File: config.mk
export PLATFORM = sky130hd
export DESIGN_NAME = display_update_sequencer
export DESIGN_NICKNAME = d
export VERILOG_FILES = /design/src/rtl/display_update_sequencer.sv
export SDC_FILE = /design/constraint.sdc
export NUM_CORES = 1
export LEC_CHECK = 0
export CAP_MARGIN = 5
export CORE_MARGIN = 2
export CORE_UTILIZATION = 50
export DETAILED_ROUTE_END_ITERATION = 7
export GPL_ROUTABILITY_DRIVEN = 0
export PLACE_DENSITY = 0.89
export SLEW_MARGIN = 20
export SYNTH_ARGS = -nofsm -noshare
export SYNTH_HDL_FRONTEND = slang
export SYNTH_SLANG_ARGS = --single-unit
File: constraint.sdc
create_clock -name vclock -period 4.06 [get_ports vclock]
set_clock_uncertainty 0.15 [all_clocks]
set_input_delay 0.609 -clock vclock [delete_from_list [all_inputs] [get_ports vclock]]
set_output_delay 0.609 -clock vclock [all_outputs]
set_load 0.05 [all_outputs]
File: src/rtl/display_update_sequencer.sv
// Frame-synchronous commit of ultrasound location/orientation updates to the VGA writer.
// Optional build macro SEQ_AUTOSCALE_EN adds the SCALE state that picks the largest fitting scale.
module display_update_sequencer #(
    parameter int SCALE_MAX    = 4,
    parameter int GRID_LIMIT   = 256,
    parameter int STALE_FRAMES = 60
) (
    input  logic        vclock,
    input  logic        reset,
    input  logic        vsync,
    input  logic        loc_valid,
    input  logic [11:0] loc_data,
    output logic        loc_ack,
    input  logic        ori_valid,
    input  logic [4:0]  ori_data,
    output logic        ori_ack,
    output logic [11:0] location,
    output logic [4:0]  orientation,
    output logic        new_data,
    output logic        orientation_ready,
    output logic [2:0]  scale_factor,
    output logic        stale
);

    // state  | meaning
    // IDLE   | accepting requests, waiting for a frame start
    // COMMIT | one cycle: move full slots to the outputs
    // SCALE  | search scale factor from SCALE_MAX down to 1

    localparam int CNT_W = $clog2(STALE_FRAMES + 1);
    localparam logic [CNT_W-1:0] STALE_MAX = CNT_W'(STALE_FRAMES);

`ifdef SEQ_AUTOSCALE_EN
    typedef enum logic [1:0] {IDLE = 2'd0, COMMIT = 2'd1, SCALE = 2'd2} state_t;
    localparam logic [2:0]  SCALE_TOP = 3'(SCALE_MAX);
    localparam logic [11:0] GRID_LIM  = 12'(GRID_LIMIT);
`else
    typedef enum logic [1:0] {IDLE = 2'd0, COMMIT = 2'd1} state_t;
`endif

    state_t             state;
    state_t             state_nxt;
    logic               vsync_d;
    logic               frame_start;
    logic               loc_full;
    logic               ori_full;
    logic [11:0]        loc_slot;
    logic [4:0]         ori_slot;
    logic [CNT_W-1:0]   stale_cnt;
    logic               idle_hold;
    logic               loc_take;
    logic               ori_take;
    logic               stale_hit;
    logic               scale_done;

    assign frame_start = vsync_d & ~vsync;

`ifdef SEQ_AUTOSCALE_EN
    logic [2:0]  scale_cnt;
    logic [10:0] scale_prod;
    logic        scale_fits;
    logic [2:0]  scale_reg;

    assign scale_prod = 11'(location[11:4]) * 11'(scale_cnt);
    assign scale_fits = ({1'b0, scale_prod} <= GRID_LIM);
    assign scale_factor = scale_reg;
`else
    assign scale_factor = 3'd2;
`endif

    always_comb begin
        state_nxt  = state;
        scale_done = 1'b0;
        case (state)
            IDLE: begin
                if (frame_start && (loc_full || ori_full)) begin
                    state_nxt = COMMIT;
                end
            end
            COMMIT: begin
`ifdef SEQ_AUTOSCALE_EN
                state_nxt = loc_full ? SCALE : IDLE;
`else
                state_nxt = IDLE;
`endif
            end
`ifdef SEQ_AUTOSCALE_EN
            SCALE: begin
                scale_done = scale_fits || (scale_cnt == 3'd1);
                if (scale_done) begin
                    state_nxt = IDLE;
                end
            end
`endif
            default: state_nxt = IDLE;
        endcase
    end

    // Acks are only raised when the following cycle is guaranteed to be IDLE,
    // so a capture never collides with a commit emptying the slots.
    assign idle_hold = (state == IDLE) && (state_nxt == IDLE);
    assign loc_take  = loc_valid && !loc_full && !loc_ack && idle_hold;
    assign ori_take  = ori_valid && !ori_full && !ori_ack && idle_hold;

    // A frame start that will lead to a location commit does not age the data.
    assign stale_hit = frame_start && !((state == IDLE) && loc_full);

    always_ff @(posedge vclock) begin
        if (reset) begin
            state             <= IDLE;
            vsync_d           <= 1'b0;
            loc_ack           <= 1'b0;
            ori_ack           <= 1'b0;
            loc_full          <= 1'b0;
            ori_full          <= 1'b0;
            loc_slot          <= '0;
            ori_slot          <= '0;
            location          <= '0;
            orientation       <= '0;
            new_data          <= 1'b0;
            orientation_ready <= 1'b0;
            stale             <= 1'b0;
            stale_cnt         <= '0;
        end else begin
            state    <= state_nxt;
            vsync_d  <= vsync;
            loc_ack  <= loc_take;
            ori_ack  <= ori_take;
            new_data <= 1'b0;

            if (loc_ack) begin
                loc_full <= 1'b1;
                loc_slot <= loc_data;
            end
            if (ori_ack) begin
                ori_full <= 1'b1;
                ori_slot <= ori_data;
            end

            if (stale_hit) begin
                if (stale_cnt != STALE_MAX) begin
                    stale_cnt <= stale_cnt + 1'b1;
                end
                if ((stale_cnt == STALE_MAX) || (stale_cnt == STALE_MAX - 1'b1)) begin
                    stale             <= 1'b1;
                    orientation_ready <= 1'b0;
                end
            end

            // Commit has priority over the stale update in the same cycle.
            if (state == COMMIT) begin
                if (loc_full) begin
                    location  <= loc_slot;
                    new_data  <= 1'b1;
                    stale_cnt <= '0;
                    stale     <= 1'b0;
                end
                if (ori_full) begin
                    orientation       <= ori_slot;
                    orientation_ready <= 1'b1;
                end
                loc_full <= 1'b0;
                ori_full <= 1'b0;
            end
        end
    end

`ifdef SEQ_AUTOSCALE_EN
    always_ff @(posedge vclock) begin
        if (reset) begin
            scale_cnt <= SCALE_TOP;
            scale_reg <= 3'd2;
        end else begin
            if ((state == COMMIT) && loc_full) begin
                scale_cnt <= SCALE_TOP;
            end else if (state == SCALE) begin
                if (scale_done) begin
                    scale_reg <= scale_cnt;
                end else begin
                    scale_cnt <= scale_cnt - 3'd1;
                end
            end
        end
    end
`endif

endmodule

# Yosys cells after proc, flatten, opt, wreduce, memory -nomap -nowiden
# Cells that the tools add are included.
classes:
  eq_ne: 4
  bitwise_logic: 3
  n_addsub: 1
  n_mux: 15
  reduce_logical: 23
op_table:
  columns: ["op", "n"]
  rows:
  - ["2-to-1 mux 6 bit", 4]
  - ["== test 6 bit, second input constant", 2]
  - ["logical AND 1 bit", 10]
  - ["2-to-1 mux 1 bit", 9]
  - ["adder 6 x 1 -> 6 bit, second input constant", 1]
  - ["!= test 6 bit, second input constant", 1]
  - ["logical NOT 1 bit", 5]
  - ["logical NOT 2 bit", 2]
  - ["2-to-1 mux 2 bit", 2]
  - ["AND reduction 2 bit", 2]
  - ["OR reduction 2 bit", 2]
  - ["== test 2 x 1 -> 1 bit, second input constant", 1]
  - ["logical OR 1 bit", 2]
  - ["NOT 1 bit", 2]
  - ["bitwise AND 1 bit", 1]
word_totals:
  word_cells: 60
  ff_bits: 50
  in_bits: 22

# Longest topological paths before layout
# Gate-level depths: netlist (run 1).
logic_depth:
  word_depth: 8
  mapped_depth: 5

# Worst setup path before layout (run 1)
# No wires, ideal clock.
synth_path:
  kind: "reg-to-reg"
  from: "reg loc_ack"
  to: "reg loc_slot[10]"
  arrival_ns: 1.365
  required_time_ns: 3.782
  slack_ns: 2.418
  setup_ns: 0.128
  synth_period_minus_slack_ns: 1.642
  path_stages_with_launch: 5
  n_path_buf: 2
  path_cell_list: "dfxtp_1 > clkbuf_1 > buf_2 > mux2i_1 > nor2_1"
synth_lines:
  columns: ["item", "line_no", "source"]
  rows:
  - ["from (decl)", "13", "output logic loc_ack,"]
  - ["from (signal assigned)", "127", "loc_ack <= loc_take;"]
  - ["to (signal assigned)", "133", "loc_slot <= loc_data;"]
  - ["to (decl)", "47", "logic [11:0] loc_slot;"]

# Worst setup path in the final report (run 1)
layout_path:
  from: "reg loc_ack"
  to: "out loc_ack"
# No word-level cell between the ends.

==> results of run 1 <==
## routing by layer
layer | vias to the layer above | share of wire [%] | routed length (µm)
met5 | - | 0 | 0
met4 | 0 | 1.8 | 66
met3 | 7 | 6.5 | 243
met2 | 59 | 48 | 1770
met1 | 665 | 44 | 1630
li1 | 728 | - | -
## per-stage QoR
stage | worst slack (ns) | util, % | instances
after CTS | 1.22 | 65.9 | 275
after detailed placement | 1.57 | 63.7 | 268
after global placement | 1.57 | 63.7 | 268
after floorplan | 2.42 | - | 190
final | 1.26 | 65.9 | 275
after global routing | 1.14 | 65.9 | 275
## sequential cells by signal, summed over array words and instances, names as in the netlist, 2 cells and up
name,flops
loc_slot,12
location,12
stale_cnt,6
ori_slot,5
orientation,5
state,2
## cells in the mapped netlist
library cell | count | area share (%)
nor2b_1 | 3 | 1.0
o22ai_1 | 1 | 0.33
nor4_1 | 1 | 0.33
nor3_1 | 3 | 0.80
mux2i_1 | 19 | 10
a21boi_0 | 1 | 0.40
a31oi_1 | 2 | 0.66
a211oi_2 | 1 | 0.66
buf_2 | 3 | 0.80
ha_1 | 2 | 1.3
a22o_1 | 12 | 5.6
nand2_1 | 9 | 1.8
clkbuf_1 | 6 | 1.2
o21ai_0 | 1 | 0.27
buf_4 | 5 | 2.0
or3b_1 | 2 | 0.93
and3b_1 | 1 | 0.46
a21oi_1 | 7 | 1.9
conb_1 | 2 | 0.40
inv_1 | 3 | 0.60
and4b_1 | 1 | 0.53
a21oi_2 | 1 | 0.46
and3_1 | 2 | 0.66
and2_1 | 1 | 0.33
nor3b_2 | 1 | 0.66
a211oi_1 | 5 | 2.0
nor3b_1 | 2 | 0.80
nand3b_1 | 3 | 1.2
nand2b_1 | 1 | 0.33
o21ai_1 | 1 | 0.27
a41oi_1 | 1 | 0.46
nor2_1 | 25 | 5.0
nand3_1 | 9 | 2.4
dfxtp_1 | 50 | 53
o21a_1 | 1 | 0.40
## final timing paths
check,to,startpoint,cells past startpoint,slack [ns]
hold reg to reg,orientation[0]$_SDFFE_PP0P_,orientation[0]$_SDFFE_PP0P_,2,0.30
setup / recovery,loc_ack,loc_ack$_SDFF_PP0_,1,1.26
setup reg to reg,location[2]$_SDFFE_PP0P_,state[0]$_SDFF_PP0_,3,2.24
hold / removal,orientation[0]$_SDFFE_PP0P_,orientation[0]$_SDFFE_PP0P_,2,0.30
## final cells by class
type                            count  area (µm²)  share of cell area [%]
Multi-Input combinational cell    123         806                    33.6
Tap cell                           48        60.1                    2.51
Timing Repair Buffer               44         438                    18.3
Inverter                            3        11.3                   0.470
Sequential cell                    50        1000                    41.8
Clock buffer                        6        72.6                    3.03
Clock inverter                      1        7.51                   0.313
## cells by family (layout without fill, tap and decap cells)
logic type | count (synthesis) | count (layout) | synth area share [%]
other | 2 | 4 | 0.398
AO/OA/AOI/OAI | 34 | 34 | 13.3
buffers and inverters | 17 | 54 | 4.58
multiplexers | 19 | 19 | 10.1
AND/OR/NAND/NOR | 64 | 64 | 17.2
adder cells (fa/ha/maj) | 2 | 2 | 1.33
flip-flops | 50 | 50 | 53.1
## report_power, final
part | leakage, nW | switching [mW] | internal, mW
logic | 0.409 | 0.0311 | 0.0325
registers | 0.405 | 0.0110 | 0.499
clock network | 0.0373 | 0.153 | 0.118
total | 0.851 | 0.195 | 0.650
==> metrics.txt, run 1 <==
Hold Slack=0.305 ns; CP arrival=a little over 2 ns; I/O Pins=47; CP Class=flip-flop to output port; final hold violations=0; die footprint=4280 µm²; Final Total Pwr=between 800 and 900 µW; Clk Latency, worst-skew pair=roughly 0.3 ns; Max Fclk=357 MHz; All-Layer GR Usage=18.6%; commonest non-fill, non-tap cell in the layout=dfxtp_1; area of the mapped netlist=1890 µm²; crit path cell chain=clkdlybuf4s50_1; flops & latches, synth=50; Clock Sinks=50; Tmin final=about 2.8 ns; commonest non-fill, non-tap cells in the layout=50 x dfxtp_1, 43 x clkdlybuf4s50_1, 25 x nor2_1; Crit Path Max Fanout=14; Layout fillers=slightly below 300; clock buffers created by TritonCTS=5; Slew HR=a little over two fifths; M3 GR Usage=roughly 5.5%; cell leakage power=approximately 0.85 nW; M2 GR Usage=between 30 and 40%; CP Launch Type=flip-flop; CTS root buf=clkbuf_8; Reg clk slew, reported paths=0.08 ns; Post-CTS Setup Inserts=0; Crit. End Element=output port; worst vdd ir=0.000252 V; via/cell ratio=5.31; starting density of the core=51.9%; # resized after CTS=0; vias=between 1000 and 1500; Worst-Margin Slew=between 0.8 and 0.9 ns; first-pass GRT wire length=6.04 mm; TritonCTS clock tree=built; Bufs on Longest Clock Path=2; Seq/Total Area, Yosys=53.1%; hold_buf cts=0; syn_area_per_cell=10.0 µm²; Crit path largest cell delay=0.93 ns; setup TNS=0 ns; Mapped Cells=188; RSZ-0062 raised after global routing=no; number of global-route vias before repair=between 1000 and 1500; layout cell share with drive strength beyond 1=4.41%; total power per unit cell area=353 nW/µm²; largest net degree at the start of global routing=31; initial antenna violation count=0; Die X=65.4 µm; cell area after placement=2320 µm²; diode count=0; Finish-stage setup viols=0; max-slew violation count=0; WP buf/inv=1; DRT Pass-1 Iters=4; core region area=3630 µm²; Slowest-stage cell, CP=clkdlybuf4s50_1; hpwl dp=2.47 mm; H-tree depth=2; CP top delay family=buffers and inverters; port buffer count=between 40 and 50; Syn. warnings=0; Routed Antenna Nets=0; Critical Path RT=3.30 ns; Post-route DRC=0; Finished Cell Area=2400 µm²; post-synth cell types=35; Nets=251; starting DRC count in detailed routing=124; M1 GR Usage=between 20% and 30%; status=complete, no violations; period utilization=68.9%; Area Growth Syn to Fin=27.1%; Hold/Removal Path Class=flip-flop to flip-flop; GRT busiest layer=met2; FP Rows=22; Max-Cap Viols=0; routed len/inst=13.5 µm; Final Routed Wirelength=3.71 mm; Die Y=~65 µm; Remaining Overflow, GRT=0
Note: power is estimated with default switching activity, not from simulation.
==> inputs of run 2 (changes only) <==
--- a/config.mk
+++ b/config.mk
@@ -7,10 +7,10 @@
 export LEC_CHECK = 0
 export CAP_MARGIN = 5
 export CORE_MARGIN = 2
-export CORE_UTILIZATION = 50
+export CORE_UTILIZATION = 43
 export DETAILED_ROUTE_END_ITERATION = 7
 export GPL_ROUTABILITY_DRIVEN = 0
-export PLACE_DENSITY = 0.89
+export PLACE_DENSITY = 0.82
 export SLEW_MARGIN = 20
 export SYNTH_ARGS = -nofsm -noshare
 export SYNTH_HDL_FRONTEND = slang
==> constraint.sdc (replaced) <==
create_clock -name vclock -period 2.4 [get_ports vclock]
set_clock_uncertainty 0.15 [all_clocks]
set_input_delay 0.36 -clock vclock [delete_from_list [all_inputs] [get_ports vclock]]
set_output_delay 0.36 -clock vclock [all_outputs]
set_load 0.05 [all_outputs]
==> run 2 against run 1 <==
  * Clock-buffer cell count unchanged
  * Critical endpoint is now ori_ack
  * Power up 71%
  * Wire length up 0.59%
  * Clock power up 76%
  * Highest routed layer unchanged
  * Sequential share of layout area down 0.54 points
==> metrics.txt, run 2 (synthesized netlist as in run 1, its figures left out) <==
Slew HR=44.7% (+1.4 points); leading registers by flop count=loc_slot (12), location (12), stale_cnt (6); Slowest-stage cell, CP=clkdlybuf4s50_1; cell leakage power=0.876 nW (+3.0%); # resized after CTS=0 (unchanged); status=complete, no violations; Finish-stage setup viols=0 (unchanged); Worst-Margin Slew=0.826 ns (-0.0203 ns); RSZ-0062 raised after global routing=no; DRT Pass-1 Iters=4 (unchanged); All-Layer GR Usage=16.6% (-2.0 points); final core utilization=56.5% (-9.4 points); initial antenna violation count=0 (unchanged); TritonCTS clock tree=built; flop-to-flop setup slack=0.68 ns (-1.56 ns); WP buf/inv=1 (unchanged); Finished Cell Area=2430 µm² (+1.3%); clock buffers created by TritonCTS=5 (unchanged); commonest non-fill, non-tap cell in the layout=dfxtp_1; met3 wire len=213 µm (-12%); Sw Ratio=23.5% (+0.45 points); Placed Cells=275 (+2.6%); Psw=341 µW (+75%); routed len/inst=13.2 µm (-2.3%); Hold/Removal Path Class=flip-flop to flip-flop; register area=1000 µm² (unchanged); Tmin final=approximately 2.2 ns; Metal-1 WL=1.74 mm (+6.4%); top sig layer=met4; I/O Pins=47 (unchanged); CP top delay family=buffers and inverters; Post-CTS Setup Inserts=0 (unchanged); Final Total Pwr=1.45 mW (+71%); Seq pwr share=59.4% (-1.0 points); FP Rows=24 (+9.1%); Layout fillers=396 (+36%); multi-input logic area=806 µm² (unchanged); H-tree depth=2 (unchanged); number of global-route vias before repair=1438 (+7.2%); Post-route DRC=0 (unchanged); Final Routed Wirelength=3.73 mm (+0.59%); largest net degree at the start of global routing=30 (-3.2%); total power per unit cell area=596 nW/µm² (+69%); Crit path largest cell delay=0.87 ns (-0.06 ns); Cell Int Power=1.11 mW (+70%); CP arrival=1.73 ns (-0.31 ns); diode count=0 (unchanged); core region area=4290 µm² (+18%); Remaining Overflow, GRT=0 (unchanged); starting DRC count in detailed routing=76 (-39%); clock network power share=32.9% (+0.8 points); via/cell ratio=5.11 (-3.7%); CP Class=flip-flop to output port; crit path cell chain=clkdlybuf4s50_1; Die X=70.2 µm (+7.4%); final hold violations=0 (unchanged); Die Y=70.2 µm (+7.4%); pre-CTS setup slack=0.438 ns (-1.13 ns); port buffer count=43 (unchanged); CTS root buf=clkbuf_8; Logic pwr share=7.8% (+0.3 points); Nets=254 (+1.2%); commonest non-fill, non-tap cells in the layout=50 x dfxtp_1, 42 x clkdlybuf4s50_1, 25 x nor2_1; Area Growth Syn to Fin=28.7%; die footprint=4930 µm² (+15%); Crit Path Max Fanout=7 (-7); starting density of the core=43.9% (-8.0 points); Hold Slack=0.308 ns (+0.00301 ns); first-pass GRT wire length=6.47 mm (+7.0%); hold_buf cts=0 (unchanged); Max Fclk=447 MHz; period utilization=93.2%; hpwl dp=2.62 mm (+5.9%); CP Launch Type=flip-flop; Critical Path RT=1.89 ns (-1.41 ns); Layout Cells excl Fill=283 (+2.9%); cell area after placement=2340 µm² (+1.1%); setup TNS=0 ns (unchanged); Crit. End Element=output port; layout cell share with drive strength beyond 1=6.49% (+2.1 points); worst vdd ir=0.000340 V (+35%); Reg clk slew, reported paths=0.09 ns (about the same); max-slew violation count=0 (unchanged); Clk Latency, worst-skew pair=0.30 ns (about the same); Max-Cap Viols=0 (unchanged); Bufs on Longest Clock Path=2 (unchanged); vias=1446 (-0.89%); Clock Sinks=50 (unchanged); Routed Antenna Nets=0 (unchanged); setup ws final=0.162 ns (-1.10 ns); Met2 Wirelength=1.72 mm (-2.7%)
[run 2: changes by cell type in the layout (fill, tap and decap cells not counted), sizes merged]
cell,before,now
clkinv,0,2
clkinvlp,1,0
buf,1,5
clkdlybuf4s50,43,42
[run 2: area by class of cell]
cell class / count / share of cell area (%)
repair buffers: 47 / 18.9
multi-input cells: 123 / 33.2
clock buffers: 6 / 2.99
inverters: 3 / 0.464
flip-flops and latches: 50 / 41.2
well taps: 52 / 2.68
clock inverters: 2 / 0.567
[run 2: worst paths after layout]
kind,depth (start not counted),start,endpoint
worst max register to register,3,state[0]$_SDFF_PP0_,location[5]$_SDFFE_PP0P_
worst min register to register,2,orientation[4]$_SDFFE_PP0P_,orientation[4]$_SDFFE_PP0P_
worst min-delay path,2,orientation[4]$_SDFFE_PP0P_,orientation[4]$_SDFFE_PP0P_
worst max-delay path,1,ori_ack$_SDFF_PP0_,ori_ack
[run 2: routing by layer]
metal,up-vias,global-route usage [%]
met5,-,0
met4,0,6.62
met3,5,5.77
met2,37,26.4
met1,671,20.4
li1,733,-
[run 2: power by group through the flow]
| stage | Clock, mW | Combinational [mW] | Sequential [mW] |
|---|---|---|---|
| floorplan | 0 | 0.0664 | 0.878 |
| global placement | 0 | 0.111 | 0.878 |
| detailed placement | 0 | 0.113 | 0.879 |
| CTS | 0.488 | 0.114 | 0.859 |
| global route | 0.523 | 0.123 | 0.862 |
| finish | 0.476 | 0.113 | 0.859 |
[run 2: tightest hold or removal path, delay by kind of cell (launching register included)]
kind             cells  cell delay [ns]
AO/OA/AOI/OAI        1             0.05
AND/OR/NAND/NOR      1             0.05
flip-flops           1             0.32
